--- src/rtl/pipelined_adder.sv ---
// Pipelined ripple-chunk adder/subtractor with valid/ready handshake.
// The operand is split into STAGES equal chunks; stage k adds chunk k using
// the carry registered by stage k-1, so results emerge STAGES edges after
// acceptance at a rate of one per cycle.
module pipelined_adder #(
    parameter int unsigned WIDTH  = 6,
    parameter int unsigned STAGES = 3
) (
    input  logic             clk,
    input  logic             rst_n,
    input  logic             in_valid,
    output logic             in_ready,
    input  logic [WIDTH-1:0] X,
    input  logic [WIDTH-1:0] Y,
    input  logic             cin,
    input  logic             sub,
    output logic             out_valid,
    input  logic             out_ready,
    output logic [WIDTH-1:0] S,
    output logic             cout,
    output logic             ovf
);

    localparam int unsigned NSTG = (STAGES < 1) ? 1 : STAGES;
    localparam int unsigned C    = WIDTH / NSTG;
    localparam int unsigned LAST = NSTG - 1;

    // Reject geometries that cannot be split into equal chunks
    generate
        if (STAGES < 1 || (WIDTH % NSTG) != 0) begin : g_bad_params
            $error("pipelined_adder: WIDTH must be a nonzero multiple of STAGES");
        end
    endgenerate

    // Per-stage state: valid, partial result, remaining operands, chunk carry
    logic             valid_q [NSTG];
    logic             valid_d [NSTG];
    logic [WIDTH-1:0] res_q   [NSTG];
    logic [WIDTH-1:0] res_d   [NSTG];
    logic             carry_q [NSTG];
    logic             carry_d [NSTG];
    logic [WIDTH-1:0] xop_q   [NSTG];
    logic [WIDTH-1:0] xop_d   [NSTG];
    logic [WIDTH-1:0] yop_q   [NSTG];
    logic [WIDTH-1:0] yop_d   [NSTG];
    logic             ovf_q;
    logic             ovf_d;
    logic             advance;

    // Whole pipeline moves together; a held result freezes every stage
    assign advance  = !valid_q[LAST] || out_ready;
    assign in_ready = advance;

    // Chunk adders: each stage consumes the low chunk of its operand copy and
    // passes the remaining chunks on shifted down by one chunk
    always_comb begin
        logic [WIDTH-1:0] xs;
        logic [WIDTH-1:0] ys;
        logic [WIDTH-1:0] rs;
        logic             cs;
        logic             vs;
        logic [C:0]       sum;

        xs    = '0;
        ys    = '0;
        rs    = '0;
        cs    = 1'b0;
        vs    = 1'b0;
        sum   = '0;
        ovf_d = 1'b0;
        for (int k = 0; k < int'(NSTG); k++) begin
            valid_d[k] = valid_q[k];
            res_d[k]   = res_q[k];
            carry_d[k] = carry_q[k];
            xop_d[k]   = xop_q[k];
            yop_d[k]   = yop_q[k];
        end

        for (int k = 0; k < int'(NSTG); k++) begin
            if (k == 0) begin
                xs = X;
                ys = sub ? ~Y : Y;
                rs = '0;
                cs = cin ^ sub;
                vs = in_valid;
            end else begin
                xs = xop_q[k-1];
                ys = yop_q[k-1];
                rs = res_q[k-1];
                cs = carry_q[k-1];
                vs = valid_q[k-1];
            end

            sum = {1'b0, xs[C-1:0]} + {1'b0, ys[C-1:0]} + {{C{1'b0}}, cs};

            valid_d[k]           = vs;
            res_d[k]             = rs;
            res_d[k][k*C +: C]   = sum[C-1:0];
            carry_d[k]           = sum[C];
            xop_d[k]             = xs >> C;
            yop_d[k]             = ys >> C;

            // Overflow only matters for the chunk holding the MSB
            if (k == int'(LAST)) begin
                ovf_d = sum[C] ^ (sum[C-1] ^ xs[C-1] ^ ys[C-1]);
            end
        end
    end

    // Stage registers with synchronous clear; hold everything on stall
    always_ff @(posedge clk) begin
        if (!rst_n) begin
            for (int k = 0; k < int'(NSTG); k++) begin
                valid_q[k] <= 1'b0;
                res_q[k]   <= '0;
                carry_q[k] <= 1'b0;
                xop_q[k]   <= '0;
                yop_q[k]   <= '0;
            end
            ovf_q <= 1'b0;
        end else if (advance) begin
            for (int k = 0; k < int'(NSTG); k++) begin
                valid_q[k] <= valid_d[k];
                res_q[k]   <= res_d[k];
                carry_q[k] <= carry_d[k];
                xop_q[k]   <= xop_d[k];
                yop_q[k]   <= yop_d[k];
            end
            ovf_q <= ovf_d;
        end
    end

    assign out_valid = valid_q[LAST];
    assign S         = res_q[LAST];
    assign cout      = carry_q[LAST];
    assign ovf       = ovf_q;

endmodule

--- config.mk ---
export PLATFORM = sky130hd
export DESIGN_NAME = pipelined_adder
export DESIGN_NICKNAME = d
export VERILOG_FILES = /design/src/rtl/pipelined_adder.sv
export SDC_FILE = /design/constraint.sdc
export NUM_CORES = 1
export LEC_CHECK = 0
export ABC_AREA = 1
export BUFFER_PORTS_ARGS = -buffer_cell sky130_fd_sc_hd__buf_2
export CORE_ASPECT_RATIO = 1.4
export CORE_MARGIN = 5
export CORE_UTILIZATION = 30
export CTS_CLUSTER_SIZE = 25
export DETAILED_ROUTE_END_ITERATION = 7
export SKIP_LAST_GASP = 1
export SYNTH_ARGS = -nofsm -noshare
export SYNTH_HDL_FRONTEND = slang
export SYNTH_SLANG_ARGS = --single-unit
--- constraint.sdc ---
create_clock -name clk -period 2.3 [get_ports clk]
set_input_delay 0.46 -clock clk [delete_from_list [all_inputs] [get_ports clk]]
set_output_delay 0.46 -clock clk [all_outputs]
set_load 0.005 [all_outputs]
==> Word level (Yosys, flattened, before mapping) <==
Memories as Yosys holds them, arrays and structs flattened.
Index checks and enable logic that the tools add are counted.
{ "classes": {"n_reduce_logical": 2, "mux": 20, "n_bitwise": 20, "add_sub_neg": 6} }
{ "ops": {"columns": ["cell", "n"], "rows": [
  ["2-to-1 mux 4 bit", 6],
  ["2-to-1 mux 6 bit", 4],
  ["OR 1 bit", 15],
  ["2-to-1 mux 1 bit", 10],
  ["adder 2 x 2 -> 3 bit", 3],
  ["adder 3 x 1 -> 3 bit", 3],
  ["NOT 6 bit", 1],
  ["XOR 1 bit", 4],
  ["logical NOT 1 bit", 1],
  ["logical OR 1 bit", 1]
]} }
{ "word_totals": {"elab_cells": 54, "inputBits": 18, "register_bits": 1, "ram_bits": 48, "n_memories": 5, "output_inout_bits": 10} }
{ "memory_table": {"columns": ["memory", "depth", "width", "rd", "rd_clocked_by_memory_dff", "write_ports", "line_no", "rtl"], "rows": [
  ["res_q", 3, 6, 3, 0, 3, "38", "logic [WIDTH-1:0] res_q [NSTG];"],
  ["xop_q", 3, 4, 2, 0, 3, "42", "logic [WIDTH-1:0] xop_q [NSTG];"],
  ["yop_q", 3, 4, 2, 0, 3, "44", "logic [WIDTH-1:0] yop_q [NSTG];"],
  ["carry_q", 3, 1, 3, 0, 3, "40", "logic carry_q [NSTG];"],
  ["valid_q", 3, 1, 3, 0, 3, "36", "logic valid_q [NSTG];"]
]} }

==> Depth between registers and ports, before layout <==
Gate-level depths: netlist of the first run.
An unclocked memory read counts as a cell.
{ "logic_depth": {"word_depth": 7, "depth_mapped": 9, "mapped_depth_nobuf": 9} }

==> Worst setup path before layout of the first run <==
Ideal clock, no wire load.
{ "synth_path": {"path_kind": "input -> register", "startpoint": "in sub", "endpoint": "mem res_q[0][1], data pin", "t_arrival_ps": 1745, "stages": 7, "required_time_ps": 2048, "setup_time_ps": 252, "setup_slack_ps": 303, "path_cell_list": "buf_2 xnor2_1 fa_1 inv_1 fa_1 inv_1 nor2_4"} }
{ "synth_lines": {"columns": ["element", "line_no", "rtl"], "rows": [
  ["start: declaration", "16", "input logic sub,"],
  ["end: declaration", "38", null]
]} }

==> flow_summary.ini, run 1 <==
[global_route]
grt.busiest_layer = met2
grt_pass1_wl_mm = 3.567
grtUsageMet3_pct = 3.903
grt_start_max_net_pins = 20
grt_overflow = 0
grt_usage_pct = 7.190
antenna_found_initial = 0
met1_usage_pct = 5.718
grt.met2_usage_pct = 13.19
grt_pass1_vias = 874

[pwr]
power.density_nw_per_um2 = 688.4
leakage_nw = 0.8231
ir_drop_mv = 0.3640

[timing]
slew_violations = 0
tightest_slew_ns = 0.5494
tns_ns = 0
rsz0062_at_grt = no
period_share_pct = 79.96
post-route-min-period_ns = 1.839
fin_skew_ns = 0.002998
setup_viol = 0
report.final.hold_viol_count = 0
relSlewSlack_pct = 63.28
max_freq_mhz = 543.7
whs_ns = 0.4387

[routing]
dr.pass1.iters = 4
via_per_inst = 3.770
wl_mm = 2.075
via_count = 886
avgRoutedWirePerCell_um = 8.830
dr.first_iter.drc_count = 29
route.detailed.drc = 0
drt.antenna.violating_nets = 0

[clock_network]
cts_tree = built
path_clk_slew_ns = 0.06
post_cts_resize_count = 0
clock_latency_ns = 0.27
cts_root_buf = clkbuf_8
h-tree-depth = 2
ctsLongestPathBuffers = 2
cts-hold-fix-buffers = 0
postCtsSetupBuffers = 0
numCtsBuffers = 5
cts.sinks = 31

[setup_path]
r2r_slack_ns = 0.46
rr_endpoint = ovf$_SDFFE_PN0P_
cp_data_required_time_ns = 2.47
cpPeakStageDelay_ns = 0.52
critPathMaxFanout = 4
startpoint_type = flop
crit_start = carry_q[0][1]$_SDFFCE_PN0P_
cp-end-kind = flop
path_cells = inv_1 > fa_1 > fa_1 > inv_1 > nand2_1 > nand2_1 > nand2_1 > nand3_1 > nand2_1
reg2reg_depth = 9
worstSetupPathType = reg2reg
arrival_ns = 2.01
cp_common_cell = nand2_1
rr_startpoint = carry_q[0][1]$_SDFFCE_PN0P_
cp_slowest_cell = fa_1
critPathCapture = ovf$_SDFFE_PN0P_

[floorplan]
core_area_um2 = 5120
rows = 31
start_util_pct = 30.67
ios = 28
die_area_um2 = 6801
die_h_um = 95.60
die_w_um = 71.15

[synth]
yosys_warnings = 0
syn_area_um2 = 1570
yosysSeqAreaShare_pct = 58.65
ys_ff_latch = 31
syn_nets = 159
synth_cells = 135
ys_types = 13
synth_area_per_cell_um2 = 11.63

[placement]
globalplace.congestion = 0.6918
dp_hpwl_mm = 1.553
numPortBuffers = 27

[layout]
final_cell_mix = inv_1, edfxtp_1, nor2_2
final_net_count = 192
n_fill_cell = 522
postLayoutCoreUtil_pct = 36.68
num_antenna_cells = 0
drive_gt1_share_pct = 40.83
final_common_cell = inv_1
syn_to_final_growth_pct = 19.60

[hold_path]
hp-start = rst_n
hold_class = in2reg

[status]
outcome = complete, no violations

[run]
max-cap-violations = 0
## worst min path at each step
stage                  endpoint  slack, ns  depth (start not counted)
3_3_place_gp   ovf$_SDFFE_PN0P_       0.46                          2
3_5_place_dp   ovf$_SDFFE_PN0P_       0.47                          2
5_1_grt        ovf$_SDFFE_PN0P_       0.46                          3
4_1_cts        ovf$_SDFFE_PN0P_       0.43                          3
2_1_floorplan  ovf$_SDFFE_PN0P_       0.46                          2
6_report       ovf$_SDFFE_PN0P_       0.44                          3
## area by class of cell
cell class | instances | area [µm²] | area share, %
clock buffers | 7 | 76.32 | 4.064
clock inverters | 1 | 5.005 | 0.2665
inverters | 37 | 138.9 | 7.395
multi-input cells | 63 | 471.7 | 25.12
flip-flops and latches | 31 | 920.9 | 49.03
well taps | 66 | 82.58 | 4.397
repair buffers | 30 | 182.7 | 9.727
## synth_stat cells
library cell	number	share of area, %
buf_6	3	2.2
buf_2	1	0.32
xnor2_1	6	3.3
nor2_2	28	11
inv_2	1	0.24
edfxtp_1	30	57
dfxtp_1	1	1.3
inv_1	36	8.6
nor2_4	4	2.9
xor2_1	1	0.56
fa_1	6	7.6
nand3_1	2	0.64
nand2_1	16	3.8
## worst max-delay path, delay by kind of cell (launching register included)
| kind | cells | cell delay, ns |
|---|---|---|
| fa+ha+maj | 2 | 0.97 |
| flops | 1 | 0.32 |
| simple gates | 5 | 0.29 |
| buf+inv | 2 | 0.16 |
## layer usage
layer,wire [µm],share of wire (%)
met5,0,0
met4,59,2.8
met3,164,7.9
met2,1145,55
met1,704,34
## metrics by stage
stage / area, µm² / total power, mW / setup slack, ns / cells
2_1_floorplan: 1570 / 0.8590 / 0.3028 / 135
3_3_place_gp: 1797 / 0.9048 / 0.3217 / 227
3_5_place_dp: 1797 / 0.9160 / 0.2910 / 227
4_1_cts: 1878 / 1.322 / 0.4682 / 235
5_1_grt: 1878 / 1.378 / 0.4119 / 235
6_report: 1878 / 1.293 / 0.4609 / 235
## sequential cells by signal, indices dropped and copies added, names as in the netlist
name and flops:
yop_q 6, valid_q 3, xop_q 6, ovf 1
carry_q 3, res_q 12
## cells by family (layout without fill, tap and decap cells)
logic type	Yosys count	count (layout)	synth area share, %
adder cells (fa/ha/maj)	6	6	7.650
AND/OR/NAND/NOR	50	50	18.49
buffers and inverters	41	75	11.31
flip-flops	31	31	58.65
XOR/XNOR	7	7	3.904
## power breakdown
part / internal [mW] / switching [mW]
logic: 0.0898 / 0.112
clock network: 0.212 / 0.183
registers: 0.683 / 0.0140
total: 0.984 / 0.309
Note: power is estimated with default switching activity, not from simulation.
==> run 2: changes to the inputs <==
Clock period 2.3 ns to 1.85 ns, I/O delays scaled along.
==> run 2 against run 1 <==
  * Register-to-register slack got worse by 0.40 ns
  * Core utilization about the same
  * Hold slack lost 0.086 ns
  * Die area stayed put
  * Sequential cell count stayed put
  * Largest power group unchanged
  * Sequential share of layout area hardly changed
  * Count of clock-buffer cells in the layout is 1 lower
  * Clock power rose by 17%
  * Critical endpoint is now res_q[0][17]$_SDFFCE_PN0P_
  * Highest routed layer unchanged
  * Cell count grew 0.43%
  * First-iteration DRC count down 62%
  * Worst setup slack got worse by 0.40 ns
==> flow_summary.ini, run 2 (synthesized netlist as in run 1, its figures left out) <==
[placement]
numPortBuffers = 27
dp_hpwl_mm = 1.486
placed_cells = 229
globalplace.congestion = 0.6996
dp_slack_ns = -0.08209

[setup_path]
path_cells = inv_2 > fa_2 > fa_2 > buf_4 > nor2_2
cp-end-kind = flop
worstSetupPathType = reg2reg
cp_data_required_time_ns = 1.88
cpPeakStageDelay_ns = 0.62
crit_start = yop_q[0][4]$_SDFFCE_PN0P_
arrival_ns = 1.81
startpoint_type = flop
cp_slowest_cell = fa_2
rr_startpoint = yop_q[0][4]$_SDFFCE_PN0P_
cp_common_cell = fa_2
critPathMaxFanout = 4

[clock_network]
cts_root_buf = clkbuf_8
clock_latency_ns = 0.27
path_clk_slew_ns = 0.06
cts.sinks = 31
h-tree-depth = 2
cts_tree = built
ctsLongestPathBuffers = 2
numCtsBuffers = 5
cts-hold-fix-buffers = 0

[timing]
tightest_slew_ns = 0.2629
tns_ns = 0
relSlewSlack_pct = 82.47
max_freq_mhz = 559.9
rsz0062_at_grt = no
fin_skew_ns = 0.007620
period_share_pct = 96.55
worst_slack_ns = 0.06391
setup_viol = 0
report.final.hold_viol_count = 0
post-route-min-period_ns = 1.786
slew_violations = 0
whs_ns = 0.3528

[floorplan]
core_area_um2 = 5120
start_util_pct = 30.67
die_h_um = 95.60
ios = 28
die_w_um = 71.15
die_area_um2 = 6801
rows = 31

[routing]
via_per_inst = 3.653
via_count = 862
wl_mm = 2.023
dr.first_iter.drc_count = 11
avgRoutedWirePerCell_um = 8.572
drt.antenna.violating_nets = 0
dr.pass1.iters = 4
route.detailed.drc = 0

[layout]
regMostFlops = res_q
final_net_count = 195
n_fill_cell = 551
drive_gt1_share_pct = 45.29
syn_to_final_growth_pct = 19.68
num_antenna_cells = 0
final_cell_count_no_fill = 236
final_common_cell = inv_1
largest_reg_flops = 12
final_cell_mix = inv_1, edfxtp_1, nor2_2
top_regs = res_q: 12 flops, xop_q: 6 flops, yop_q: 6 flops

[pwr]
ir_drop_mv = 0.3255
leakage_nw = 0.8244
power.density_nw_per_um2 = 844.7

[hold_path]
hold_class = in2reg
hp-start = rst_n

[global_route]
grt_start_max_net_pins = 20
grt_usage_pct = 6.881
met1_usage_pct = 6.383
grt.met2_usage_pct = 12.04
grt.busiest_layer = met2
grt_overflow = 0
antenna_found_initial = 0
grtUsageMet3_pct = 3.270
grt_pass1_wl_mm = 3.484
grt_pass1_vias = 824

[run]
max-cap-violations = 0

[status]
outcome = complete, no violations
[run 2: changes by cell type in the layout (fill, tap and decap cells not counted)]
cell / change
clkbuf_1: -1
inv_1: -3
inv_2: +3
buf_12: -2
fa_2: +2
xnor2_2: +1
xnor2_1: -1
clkinv_2: -1
buf_4: +5
fa_1: -2
[run 2: worst max-delay path: cells and delay by family (launching register included)]
family	cells	cell delay [ns]
buffers and inverters	2	0.16
AND/OR/NAND/NOR	1	0.03
flip-flops	1	0.34
adder cells (fa/ha/maj)	2	1.01
[run 2: path summary, 6_finish.rpt]
check / end / slack [ns] / cells after the start
max reg2reg: res_q[0][17]$_SDFFCE_PN0P_ / 0.06 / 5
max: res_q[0][17]$_SDFFCE_PN0P_ / 0.06 / 5
min: ovf$_SDFFE_PN0P_ / 0.35 / 3
min reg2reg: ovf$_SDFFE_PN0P_ / 0.47 / 2
[run 2: layout make-up]
class,instances,area (µm²),area share [%]
clock buffers,6,72.57,3.862
inverters,37,138.9,7.390
multi-input cells,63,484.2,25.77
flip-flops and latches,31,920.9,49.00
well taps,66,82.58,4.394
repair buffers,33,180.2,9.587
[run 2: power by group]
part           switching [mW]  internal [mW]  leakage (nW)
sequential             0.0174          0.849         0.362
clock                   0.214          0.250        0.0371
combinational           0.139          0.118         0.425
[run 2: stage by stage]
step                total power, mW  utilization (%)  area, µm²
CTS                           1.614            36.46       1867
global placement              1.127            35.04       1794
detailed placement            1.136            35.04       1794
global route                  1.692            36.71       1879
finish                        1.587            36.71       1879
floorplan                     1.074                -       1584
[run 2: layer usage]
layer,part of all wire (%),vias up
met5,0,-
met4,1.4,0
met3,6.9,2
met2,56,19
met1,36,376
li1,-,465
[run 2: what timing repair did]
item / 4_1_cts / 5_1_grt
gates resized for setup: 0 / 4
endpoints found under the setup margin: 0 / 1
setup buffers: 0 / 1
